[src/rtl/fifo_sync_param_if.sv]
// Handshake/data bundle between a producer/consumer (master) and fifo_sync_param (slave).
// The count width tracks DEPTH so it can hold the full occupancy 0..DEPTH.
interface fifo_sync_param_if #(
    parameter int WIDTH = 32,
    parameter int DEPTH = 16
);
    localparam int CNT_W = $clog2(DEPTH + 1);

    logic             flush;
    logic [WIDTH-1:0] data_in;
    logic             write;
    logic             read;
    logic             clr_err;
    logic [WIDTH-1:0] data_out;
    logic             data_valid;
    logic             empty;
    logic             full;
    logic             almost_full;
    logic             almost_empty;
    logic [CNT_W-1:0] count;
    logic             overflow;
    logic             underflow;

    modport master (
        output flush, data_in, write, read, clr_err,
        input  data_out, data_valid, empty, full, almost_full, almost_empty,
               count, overflow, underflow
    );

    modport slave (
        input  flush, data_in, write, read, clr_err,
        output data_out, data_valid, empty, full, almost_full, almost_empty,
               count, overflow, underflow
    );
endinterface

[src/rtl/fifo_sync_param.sv]
// Single-clock FIFO of any depth with registered or first-word-fall-through read,
// occupancy count, programmable almost flags, synchronous flush and sticky error flags.
module fifo_sync_param #(
    parameter int WIDTH    = 32,
    parameter int DEPTH    = 16,
    parameter int FWFT     = 0,
    parameter int AF_LEVEL = DEPTH - 2,
    parameter int AE_LEVEL = 2
) (
    input logic                 CLOCK_50,
    input logic                 RST_N,
    fifo_sync_param_if.slave    bus
);
    localparam int PTR_W = ($clog2(DEPTH) < 1) ? 1 : $clog2(DEPTH);
    localparam int CNT_W = $clog2(DEPTH + 1);
    localparam logic [PTR_W-1:0] LAST_PTR = PTR_W'(DEPTH - 1);
    localparam logic [CNT_W-1:0] DEPTH_C  = CNT_W'(DEPTH);

    logic [WIDTH-1:0] mem [DEPTH];

    logic [PTR_W-1:0] rdPtr_q, rdPtr_d;
    logic [PTR_W-1:0] wrPtr_q, wrPtr_d;
    logic [CNT_W-1:0] count_q, count_d;
    logic [WIDTH-1:0] dataOut_q, dataOut_d;
    logic             dataValid_q, dataValid_d;
    logic             overflow_q, overflow_d;
    logic             underflow_q, underflow_d;

    logic emptyFlag, fullFlag, rdOk, wrOk;

    assign emptyFlag = (count_q == '0);
    assign fullFlag  = (count_q == DEPTH_C);
    // A read frees a slot in the same edge, so a full FIFO can still take a write.
    assign rdOk      = bus.read & ~emptyFlag;
    assign wrOk      = bus.write & (~fullFlag | rdOk);

    always_comb begin
        rdPtr_d     = rdPtr_q;
        wrPtr_d     = wrPtr_q;
        count_d     = count_q;
        dataOut_d   = dataOut_q;
        dataValid_d = 1'b0;
        overflow_d  = overflow_q & ~bus.clr_err;
        underflow_d = underflow_q & ~bus.clr_err;
        if (bus.flush) begin
            rdPtr_d = '0;
            wrPtr_d = '0;
            count_d = '0;
        end else begin
            if (rdOk) begin
                rdPtr_d     = (rdPtr_q == LAST_PTR) ? '0 : rdPtr_q + 1'b1;
                dataOut_d   = mem[rdPtr_q];
                dataValid_d = 1'b1;
            end
            if (wrOk) begin
                wrPtr_d = (wrPtr_q == LAST_PTR) ? '0 : wrPtr_q + 1'b1;
            end
            count_d     = count_q + CNT_W'(wrOk) - CNT_W'(rdOk);
            overflow_d  = overflow_d | (bus.write & ~wrOk);
            underflow_d = underflow_d | (bus.read & emptyFlag);
        end
    end

    always_ff @(posedge CLOCK_50) begin
        if (!RST_N) begin
            rdPtr_q     <= '0;
            wrPtr_q     <= '0;
            count_q     <= '0;
            dataOut_q   <= '0;
            dataValid_q <= 1'b0;
            overflow_q  <= 1'b0;
            underflow_q <= 1'b0;
        end else begin
            rdPtr_q     <= rdPtr_d;
            wrPtr_q     <= wrPtr_d;
            count_q     <= count_d;
            dataOut_q   <= dataOut_d;
            dataValid_q <= dataValid_d;
            overflow_q  <= overflow_d;
            underflow_q <= underflow_d;
        end
    end

    // Storage has no reset; stale words are unreachable once the pointers are cleared.
    always_ff @(posedge CLOCK_50) begin
        if (RST_N && !bus.flush && wrOk) begin
            mem[wrPtr_q] <= bus.data_in;
        end
    end

    assign bus.data_out     = (FWFT != 0) ? mem[rdPtr_q] : dataOut_q;
    assign bus.data_valid   = (FWFT != 0) ? ~emptyFlag : dataValid_q;
    assign bus.empty        = emptyFlag;
    assign bus.full         = fullFlag;
    assign bus.almost_full  = (int'(count_q) >= AF_LEVEL);
    assign bus.almost_empty = (int'(count_q) <= AE_LEVEL);
    assign bus.count        = count_q;
    assign bus.overflow     = overflow_q;
    assign bus.underflow    = underflow_q;
endmodule

[src/flat_wrapper.sv]
// flat-port wrapper written by rule: the top's interface ports become plain ports
module fifo_sync_param_flat 
#(
    parameter int WIDTH    = 32,
    parameter int DEPTH    = 16,
    parameter int FWFT     = 0,
    parameter int AF_LEVEL = DEPTH - 2,
    parameter int AE_LEVEL = 2
)
  (CLOCK_50, RST_N, bus_flush, bus_data_in, bus_write, bus_read, bus_clr_err, bus_data_out, bus_data_valid, bus_empty, bus_full, bus_almost_full, bus_almost_empty, bus_count, bus_overflow, bus_underflow);
  fifo_sync_param_if #(.WIDTH(WIDTH), .DEPTH(DEPTH)) bus_i ();
  input logic CLOCK_50;
  input logic RST_N;
  input wire logic [$bits(bus_i.flush)-1:0] bus_flush;
  input wire logic [$bits(bus_i.data_in)-1:0] bus_data_in;
  input wire logic [$bits(bus_i.write)-1:0] bus_write;
  input wire logic [$bits(bus_i.read)-1:0] bus_read;
  input wire logic [$bits(bus_i.clr_err)-1:0] bus_clr_err;
  output wire logic [$bits(bus_i.data_out)-1:0] bus_data_out;
  output wire logic [$bits(bus_i.data_valid)-1:0] bus_data_valid;
  output wire logic [$bits(bus_i.empty)-1:0] bus_empty;
  output wire logic [$bits(bus_i.full)-1:0] bus_full;
  output wire logic [$bits(bus_i.almost_full)-1:0] bus_almost_full;
  output wire logic [$bits(bus_i.almost_empty)-1:0] bus_almost_empty;
  output wire logic [$bits(bus_i.count)-1:0] bus_count;
  output wire logic [$bits(bus_i.overflow)-1:0] bus_overflow;
  output wire logic [$bits(bus_i.underflow)-1:0] bus_underflow;
  assign bus_i.flush = bus_flush;
  assign bus_i.data_in = bus_data_in;
  assign bus_i.write = bus_write;
  assign bus_i.read = bus_read;
  assign bus_i.clr_err = bus_clr_err;
  assign bus_data_out = bus_i.data_out;
  assign bus_data_valid = bus_i.data_valid;
  assign bus_empty = bus_i.empty;
  assign bus_full = bus_i.full;
  assign bus_almost_full = bus_i.almost_full;
  assign bus_almost_empty = bus_i.almost_empty;
  assign bus_count = bus_i.count;
  assign bus_overflow = bus_i.overflow;
  assign bus_underflow = bus_i.underflow;
  fifo_sync_param #(.WIDTH(WIDTH), .DEPTH(DEPTH), .FWFT(FWFT), .AF_LEVEL(AF_LEVEL), .AE_LEVEL(AE_LEVEL)) u_core (.CLOCK_50(CLOCK_50), .RST_N(RST_N), .bus(bus_i));
endmodule
[config.mk]
export PLATFORM = sky130hd
export DESIGN_NAME = fifo_sync_param_flat
export DESIGN_NICKNAME = d
export VERILOG_FILES = /design/src/rtl/fifo_sync_param_if.sv /design/src/rtl/fifo_sync_param.sv /design/src/flat_wrapper.sv
export SDC_FILE = /design/constraint.sdc
export NUM_CORES = 1
export LEC_CHECK = 0
export CAP_MARGIN = 20
export CORE_MARGIN = 5
export CORE_UTILIZATION = 54
export CTS_CLUSTER_DIAMETER = 40
export DETAILED_ROUTE_END_ITERATION = 12
export GPL_TIMING_DRIVEN = 0
export PLACE_DENSITY = 0.8
export SETUP_SLACK_MARGIN = 0.2
export SLEW_MARGIN = 20
export SYNTH_ARGS = -nofsm -noshare
export SYNTH_HDL_FRONTEND = slang
export SYNTH_SLANG_ARGS = --single-unit
[constraint.sdc]
create_clock -name CLOCK_50 -period 4.05 [get_ports CLOCK_50]
set_input_delay 0.6075 -clock CLOCK_50 [delete_from_list [all_inputs] [get_ports CLOCK_50]]
set_output_delay 0.6075 -clock CLOCK_50 [all_outputs]
set_load 0.01 [all_outputs]
### Yosys cells after proc, flatten, opt, wreduce, memory -nomap -nowiden

Memories as Yosys holds them, arrays and structs flattened. A register that Yosys moved wholly into a read port is not among the register bits.
Index checks and enable logic that the tools add are counted.
W data, S select, Z words.

| word-level totals | value |
|---|---|
| memories | 1 |
| memory bits (writable) | 512 |
| input port bits | 38 |
| register bits | 16 |
| word-level logic and storage cells | 45 |

| cells by class | value |
|---|---|
| reduce and logical (&&, ||, !) cells | 7 |
| order comparisons | 2 |
| $add $sub $neg | 4 |
| muxes and demuxes | 7 |
| equal/unequal tests | 3 |
| bitwise logic cells | 15 |

Memories:

| name | depth | bits a word | read ports | clocked after memory_dff | write ports | line | source |
|---|---|---|---|---|---|---|---|
| u_core.mem | 16 | 32 | 1 | 1 | 1 | fifo_sync_param.sv:19 | `logic [WIDTH-1:0] mem [DEPTH];` |

Operators with widths:

| cell | number |
|---|---|
| $add A4 B1 Y4 const B | 2 |
| $eq A4 B4 Y1 const B | 2 |
| $mux W4 | 2 |
| $and A1 B1 Y1 | 6 |
| $not A1 Y1 | 6 |
| $add A5 B1 Y5 | 1 |
| $eq A5 B5 Y1 const B | 1 |
| $ge A5 B4 Y1 const B | 1 |
| $le A5 B2 Y1 const B | 1 |
| $logic_not A5 Y1 | 1 |
| $mux W1 | 5 |
| $sub A5 B1 Y5 | 1 |
| $or A1 B1 Y1 | 3 |
| $logic_and A1 B1 Y1 | 2 |
| $logic_not A1 Y1 | 2 |
| $reduce_and A2 Y1 | 1 |
| $reduce_or A2 Y1 | 1 |

### Longest topological paths before layout

Gate-level depths: netlist of the first run.

| depth | value |
|---|---|
| depth after elaboration | 9 |
| mapped depth | 14 |

### Worst setup path after synthesis of the first run

No wires, ideal clock.

| path | value |
|---|---|
| kind | input to register |
| start | in bus_read |
| end | mem u_core.mem[0][0] (enable) |
| slack | -0.080 ns |
| cell stages on the path | 5 |
| library setup time | 0.461 ns |
| data arrival time | 3.669 ns |
| data required time | 3.589 ns |
| path through | clkbuf_1 > o21a_1 > clkbuf_1 > nand3_1 > nor3_1 |

| on the way | value |
|---|---|
| cells in the longest elaborated chain, start to end | 6 |

RTL lines:

| what | line | source |
|---|---|---|
| start, declared | flat_wrapper.sv:17 | `input wire logic [$bits(bus_i.read)-1:0] bus_read;` |
| $and A1 B1 Y1 | fifo_sync_param.sv:34 | `assign rdOk = bus.read & ~emptyFlag;` |
| $or A1 B1 Y1 | fifo_sync_param.sv:35 | `assign wrOk = bus.write & (~fullFlag \| rdOk);` |
| $and A1 B1 Y1 | fifo_sync_param.sv:35 |  |
| via u_core.wrOk | fifo_sync_param.sv:29 | `logic emptyFlag, fullFlag, rdOk, wrOk;` |
| $logic_and A1 B1 Y1 | fifo_sync_param.sv:86 | `if (RST_N && !bus.flush && wrOk) begin` |
| $mux W1 | fifo_sync_param.sv:86 |  |
| $mux W1 (not written as such) | fifo_sync_param.sv:87 | `mem[wrPtr_q] <= bus.data_in;` |
| end, declared | fifo_sync_param.sv:19 |  |

The timed path passes the listed nets, and every way through them passes these cells.

### Worst setup path after layout of the first run

| path | value |
|---|---|
| start | reg u_core.count_q[2] (netlist: u_core.bus.count[2]) |
| end | reg u_core.count_q[4] (netlist: u_core.bus.count[4]) |

| on the way | value |
|---|---|
| cells in the longest elaborated chain, start to end | 7 |
| elaborated cells on any way between the ends | 9 |
| those cells by class | add/sub: 2; eq/ne: 1; bitwise: 5; reduce/logical: 1 |

RTL lines:

| what | line | source |
|---|---|---|
| start, declared | fifo_sync_param.sv:23 | `logic [CNT_W-1:0] count_q, count_d;` |
| start signal, assigned | fifo_sync_param.sv:76 | `count_q <= count_d;` |
| $logic_not A5 Y1 (*) | fifo_sync_param.sv:31 | `assign emptyFlag = (count_q == '0);` |
| $not A1 Y1 (*) | fifo_sync_param.sv:34 |  |
| $and A1 B1 Y1 (*) | fifo_sync_param.sv:34 |  |
| via u_core.rdOk | fifo_sync_param.sv:29 |  |
| $or A1 B1 Y1 | fifo_sync_param.sv:35 |  |
| $and A1 B1 Y1 | fifo_sync_param.sv:35 |  |
| $add A5 B1 Y5 | fifo_sync_param.sv:58 | `count_d = count_q + CNT_W'(wrOk) - CNT_W'(rdOk);` |
| $sub A5 B1 Y5 (*) | fifo_sync_param.sv:58 |  |

Mark *: on every way through the listed nets, which the timed path passes. The rest lies on a longest branch.
A chain may end at the register's enable or synchronous reset.

==> flow_summary.ini, run 1 <==
[status]
status = completed

[critical_path]
r2r_setup_slack_ps = 870
critPathLaunchType = flip-flop
cp_data_required_time_ps = 4570
worstPathArrival_ps = 3700
r2r.worst_path.cells = 14
critical-path-top-delay-family = adder cells
crit_path_max_fanout = 7
crit_chain = inv_1, ha_1, or4b_1, clkbuf_1, nand2_2, inv_1, ha_1, inv_1, ha_1, fa_1, nand2b_1, a21oi_1, or3_1, a21oi_1
criticalPathCategory = flip-flop to flip-flop
critPathMaxStageDelay_ps = 440
r2r-end = u_core.bus.count[4]
cp-startpoint = u_core.bus.count[2]
crit_slowest_cell = or4b_1
endpoint_kind = flip-flop
r2r_start = u_core.bus.count[2]
cp_num_buf_inv = 4

[finish]
post_route_cells_drive_above_1_share_pct = 26.9
diodes = 0
design_area_um2 = 25300
area_growth_pct = 18.5
final_util_pct = 65.1
nNetsFinal = 1199

[drt]
post_drt_wl_per_cell_um = 27.0
first_pass_iters = 5
dr.first_iter.drc_count = 1105
vias = 10500
wirelength_um = 46300
drc = 0
ant_nets = 0
vias_per_cell = 6.13

[worst_hold_path]
holdPathStages = 2
holdPathEnd = u_core.bus.overflow
hold_start = u_core.bus.overflow
hold_path_class = flip-flop to flip-flop

[global_route]
grt_pass1_vias = 11200
grtUsageTotal_pct = 21.2
grt_first_pass_wirelength_um = 69600
antenna_found_initial = 0
grt_overflow_total = 0
grt_max_degree = 21

[synth]
synth_top_area_share_pct = 72.1
yosys.area.top_type = edfxtp_1
yosysSeqAreaShare_pct = 76.6
synth_most_common_cell = edfxtp_1
synth_edf_count = 512
ys_types = 39
synth_common_cells = 512 x edfxtp_1, 128 x mux4_2, 50 x nor2_1, 48 x dfxtp_1, 34 x mux2i_1
synthFlopType = edfxtp_1
synth_warnings = 0
synth_nets = 1036
async_reset_ff_share_pct = 0
synth_area_leaders = edfxtp_1 72%, mux4_2 14%, dfxtp_1 4.5%, mux2_2 1.7%, mux2i_1 1.6%
synth-seq-cells = 560
synth_cells = 982
syn_area_um2 = 21300
synth_area_per_cell_um2 = 21.7

[placement]
dpl_cell_area_um2 = 23400
dp_slack_ps = 647
port_buffers = 80
dp_hpwl_um = 28700
gp_congestion = 0.746

[timing]
timing.final.crit_share_pct = 78.5
setup_tns_ps = 0
setup_slack_ps = 871
finalSetupViolCount = 0
hold_violations = 0
fin_skew_ps = 14.7
drv_slew = 0
maxSlewHeadroom_pct = 35.9
grt_setup_unrepaired = false
max_freq_mhz = 315
post-route-min-period_ps = 3180
tightest_slew_ps = 962

[clock_tree]
clock-root-buffer = clkbuf_16
postCtsSetupBuffers = 0
htreeDepth = 2
tritoncts = done
clock-sinks = 560
ctsHoldBuffers = 0
cts_buffer_depth = 3
clk_pin_slew_worst_paths_ps = 60
worstSkewPairLatency_ps = 600
cts_resized = 0
cts_buffers = 60

[power]
p_leak_nw = 7.88
power_density_nw_per_um2 = 519
peakVddDrop_mv = 0.325

[die]
fp.dieArea_um2 = 43600
core_um2 = 38800
dieWidth_um = 209
floorplan.die.height_um = 209
ios = 82
num_rows = 72
start_util_pct = 54.9

[flow_run]
drv_cap = 0
## layout by cell type (no fill, tap or decap), drive strengths merged
cell type	Yosys	layout
fa	1	1
nor2b	2	2
ha	15	15
o21ai	4	4
dfxtp	48	48
mux2i	34	34
nand3b	1	1
a31oi	2	2
clkinv	0	23
nand2b	4	4
bufinv	0	3
clkinvlp	0	4
nand3	6	6
o211ai	2	2
a32o	1	1
inv	15	27
o21a	2	2
and2	2	2
or4	1	1
nor3	5	5
a21o	1	1
clkbuf	23	93
mux2	32	32
xor2	3	3
nand4bb	1	1
and3	1	1
mux4	128	128
a311o	1	1
nand4	1	1
or4b	1	1
or3	1	1
nor2	50	50
edfxtp	512	512
a21oi	8	8
o41ai	1	1
a221o	32	32
clkdlybuf4s50	0	80
a311oi	1	1
nand2	9	9
buf	31	52
## area by class of cell
type,count,area (um2)
clock inverter,42,339
buffer,54,263
clock buffer,70,1580
inverter,15,56.3
timing repair buffer,101,1240
tap,518,648
multi-input combinational,353,4810
fill,2452,13600
sequential,560,16300
## cells by family after synthesis
group / share of synthesized area [%]
flops: 76.6
mux: 16.8
simple gates: 1.80
buf+inv: 1.50
compound gates: 2.19
fa+ha+maj: 0.974
xor+xnor: 0.123
## sequential cells by signal, summed over array words and instances, names as in the netlist
name                   cells
u_core.bus.count           5
u_core.bus.data_out       32
u_core.bus.data_valid      1
u_core.bus.overflow        1
u_core.bus.underflow       1
u_core.mem               512
u_core.rdPtr_q             4
u_core.wrPtr_q             4
## routing by layer
layer | vias to the layer above | GRT usage (%) | share of wire [%]
li1 | 4415 | - | -
met4 | 0 | 7.16 | 2.9
met5 | - | 0 | 0
met3 | 93 | 4.12 | 7.5
met2 | 501 | 35.6 | 51
met1 | 5493 | 28.4 | 39
## worst max-delay path by stage
stage                               end  slack, ps  cells past startpoint
global route        u_core.bus.count[4]        640                     14
global placement       u_core.mem[4][9]      -1040                      5
floorplan             u_core.mem[12][0]        770                      5
CTS                 u_core.bus.count[4]        880                     14
finish              u_core.bus.count[4]        870                     14
detailed placement    u_core.mem[13][9]        650                      6
## worst reg2reg max path, stage by stage, from the launching register on
cell      delay (ps)
dfxtp_1          340
inv_1            110
ha_1             200
or4b_1           440
clkbuf_1         190
nand2_2          200
inv_1             70
ha_1             270
inv_1             40
ha_1             210
fa_1             420
nand2b_1         100
a21oi_1           90
or3_1            310
a21oi_1          140
## stage by stage
stage	total power, mW	cells	hold WS (ps)
after floorplan	7.42	982	483
after global routing	13.6	1713	495
final	13.1	1713	462
after CTS	13.2	1713	441
after global placement	7.91	1580	438
after detailed placement	7.98	1601	454
## where the power goes
group | internal [mW] | switching [mW]
Sequential | 6.40 | 0.0701
Clock | 3.01 | 2.25
Combinational | 0.695 | 0.699
Total | 10.1 | 3.02
No activity file was read; power rests on OpenSTA's default activity.
==> inputs of run 2 (changes only) <==
clock period = 2.87 ns   (was 4.05 ns; I/O delays follow)
==> run 2 against run 1 <==
Against the previous run:
- total power up 57%
- clock skew rose by 17 ps
- sequential cell count is the same
- routed wire length grew 14%
- combinational power is 94% higher
- count of clock-buffer cells in the layout increased by 11
- die area is the same
- via count up 7.7%
- register-to-register slack worse by 830 ps
- worst setup slack got worse by 830 ps
- critical path depth is 3 higher
- critical path type unchanged
- largest cell class unchanged
- largest power group unchanged
==> flow_summary.ini, run 2 (synthesized netlist as in run 1, its figures left out) <==
[timing]
grt_setup_unrepaired = true
drv_slew = 0
setup_tns_ps = 0
hold_violations = 0
timing.final.crit_share_pct = 98.6
tightest_slew_ps = 944
max_freq_mhz = 353
maxSlewHeadroom_pct = 37.1
fin_skew_ps = 31.3
finalSetupViolCount = 0
whs_ps = 474
post-route-min-period_ps = 2830

[worst_hold_path]
holdPathStages = 3
holdPathEnd = u_core.rdPtr_q[1]
hold_start = bus_read
hold_path_class = primary input to flip-flop

[global_route]
grt_pass1_vias = 11900
grt_first_pass_wirelength_um = 77200
grt_overflow_total = 0
grt_max_degree = 21
antenna_found_initial = 2
grtUsageTotal_pct = 24.0

[die]
floorplan.die.height_um = 209
core_um2 = 38800
start_util_pct = 54.9
dieWidth_um = 209
ios = 82
fp.dieArea_um2 = 43600
num_rows = 72

[critical_path]
criticalPathCategory = flip-flop to flip-flop
endpoint_kind = flip-flop
cp_data_required_time_ps = 3370
critPathLaunchType = flip-flop
crit_slowest_cell = or4b_4
r2r.worst_path.cells = 17
crit_path_max_fanout = 4
crit_chain = inv_4, ha_4, or4b_4, buf_8, nand2_8, inv_6, ha_4, inv_4, ha_4, fa_2, nand2b_4, buf_6, buf_6, buf_6, buf_6, nand2_4, a21oi_2
r2r_setup_slack_ps = 40
worstPathArrival_ps = 3330
r2r-end = u_core.bus.count[2]
r2r_start = u_core.bus.count[2]
critPathMaxStageDelay_ps = 470
crit_top_cell = buf_6

[placement]
gp_congestion = 0.759
placed_cells = 1605
port_buffers = 80
dp_hpwl_um = 29500

[finish]
largest_reg_flops = 512
nNetsFinal = 1252
final_cells = 1768
post_route_cells_drive_above_1_share_pct = 32.6
area_growth_pct = 23.6
mostFrequentLayoutCell = edfxtp_1
final_cell_mix = 512 x edfxtp_1, 128 x mux4_2, 79 x clkdlybuf4s50_1, 71 x clkbuf_16, 45 x dfxtp_1
top_register = u_core.mem

[power]
p_seq_share_pct = 44.5
p_total_mw = 20.6
swShare_pct = 22.9
comb_power_share_pct = 13.1
p_sw_mw = 4.71
peakVddDrop_mv = 0.491
clkPwrFrac_pct = 42.4
p_leak_nw = 8.41
p_int_mw = 15.8
power_density_nw_per_um2 = 780

[clock_tree]
clk_pin_slew_worst_paths_ps = 60
clock-root-buffer = clkbuf_16
tritoncts = done
cts_buffer_depth = 3
cts_buffers = 66
clock-sinks = 560
htreeDepth = 3
worstSkewPairLatency_ps = 590

[drt]
first_pass_iters = 5
wirelength_um = 52700
drc = 0
ant_nets = 0
dr.first_iter.drc_count = 1282
post_drt_wl_per_cell_um = 29.8
vias = 11300
vias_per_cell = 6.40

[status]
status = completed

[flow_run]
drv_cap = 0
[run 2: how the worst max path moves through the flow]
stage,from,end,slack (ps),cells after the start
5_1_grt,u_core.bus.count[2],u_core.bus.count[2],-30,17
3_5_place_dp,RST_N,u_core.mem[3][13],-400,6
3_3_place_gp,RST_N,u_core.mem[8][12],-1180,5
6_report,u_core.bus.count[2],u_core.bus.count[2],40,17
4_1_cts,u_core.bus.count[2],u_core.bus.count[4],10,14
2_1_floorplan,u_core.bus.count[2],u_core.bus.count[4],190,14
[run 2: power groups by stage]
| stage | logic [mW] | clock network (mW) | registers, mW |
|---|---|---|---|
| 4_1_cts | 2.36 | 8.80 | 9.13 |
| 5_1_grt | 2.85 | 9.20 | 9.14 |
| 3_5_place_dp | 2.00 | 0 | 9.30 |
| 2_1_floorplan | 1.18 | 0 | 9.32 |
| 6_report | 2.70 | 8.72 | 9.14 |
| 3_3_place_gp | 1.92 | 0 | 9.30 |
[run 2: routing by layer]
| metal | vias up | share of wire, % | routed length (um) | track usage (%) |
|---|---|---|---|---|
| met5 | - | 0.013 | 7 | 0 |
| met4 | 2 | 4.3 | 2270 | 9.92 |
| met3 | 154 | 8.1 | 4260 | 5.44 |
| met2 | 695 | 52 | 27200 | 40.4 |
| met1 | 5930 | 36 | 19000 | 30.5 |
| li1 | 4534 | - | - | - |
[run 2: final cells by class]
cell class | count | area (um2)
flip-flops and latches | 560 | 16300
inverters | 15 | 66.3
plain buffers | 54 | 283
multi-input cells | 353 | 4930
clock buffers | 81 | 1840
fillers | 2233 | 12500
repair buffers | 148 | 1790
diodes | 1 | 2.50
well taps | 518 | 648
clock inverters | 38 | 462
[run 2: through the flow]
stage | util (%) | setup slack [ps] | area, um2
2_1_floorplan | - | 194 | 21400
3_3_place_gp | 58.9 | -1180 | 22900
3_5_place_dp | 60.5 | -397 | 23500
4_1_cts | 67.5 | 10.4 | 26200
5_1_grt | 67.9 | -25.7 | 26400
6_report | 67.9 | 40.7 | 26400
[run 2: repair_timing]
action,4_1_cts,5_1_grt
endpoints found under the setup margin,409,516
gates cloned,0,0
pin swaps,19,5
hold buffers,0,0
setup buffers,36,7
resized for setup,16,28
[run 2: worst max-delay path: cells and delay by family (launching register included)]
family / cells / cell delay [ps]
fa+ha+maj: 4 / 920
compound gates: 1 / 130
buf+inv: 8 / 640
flops: 1 / 360
simple gates: 4 / 700
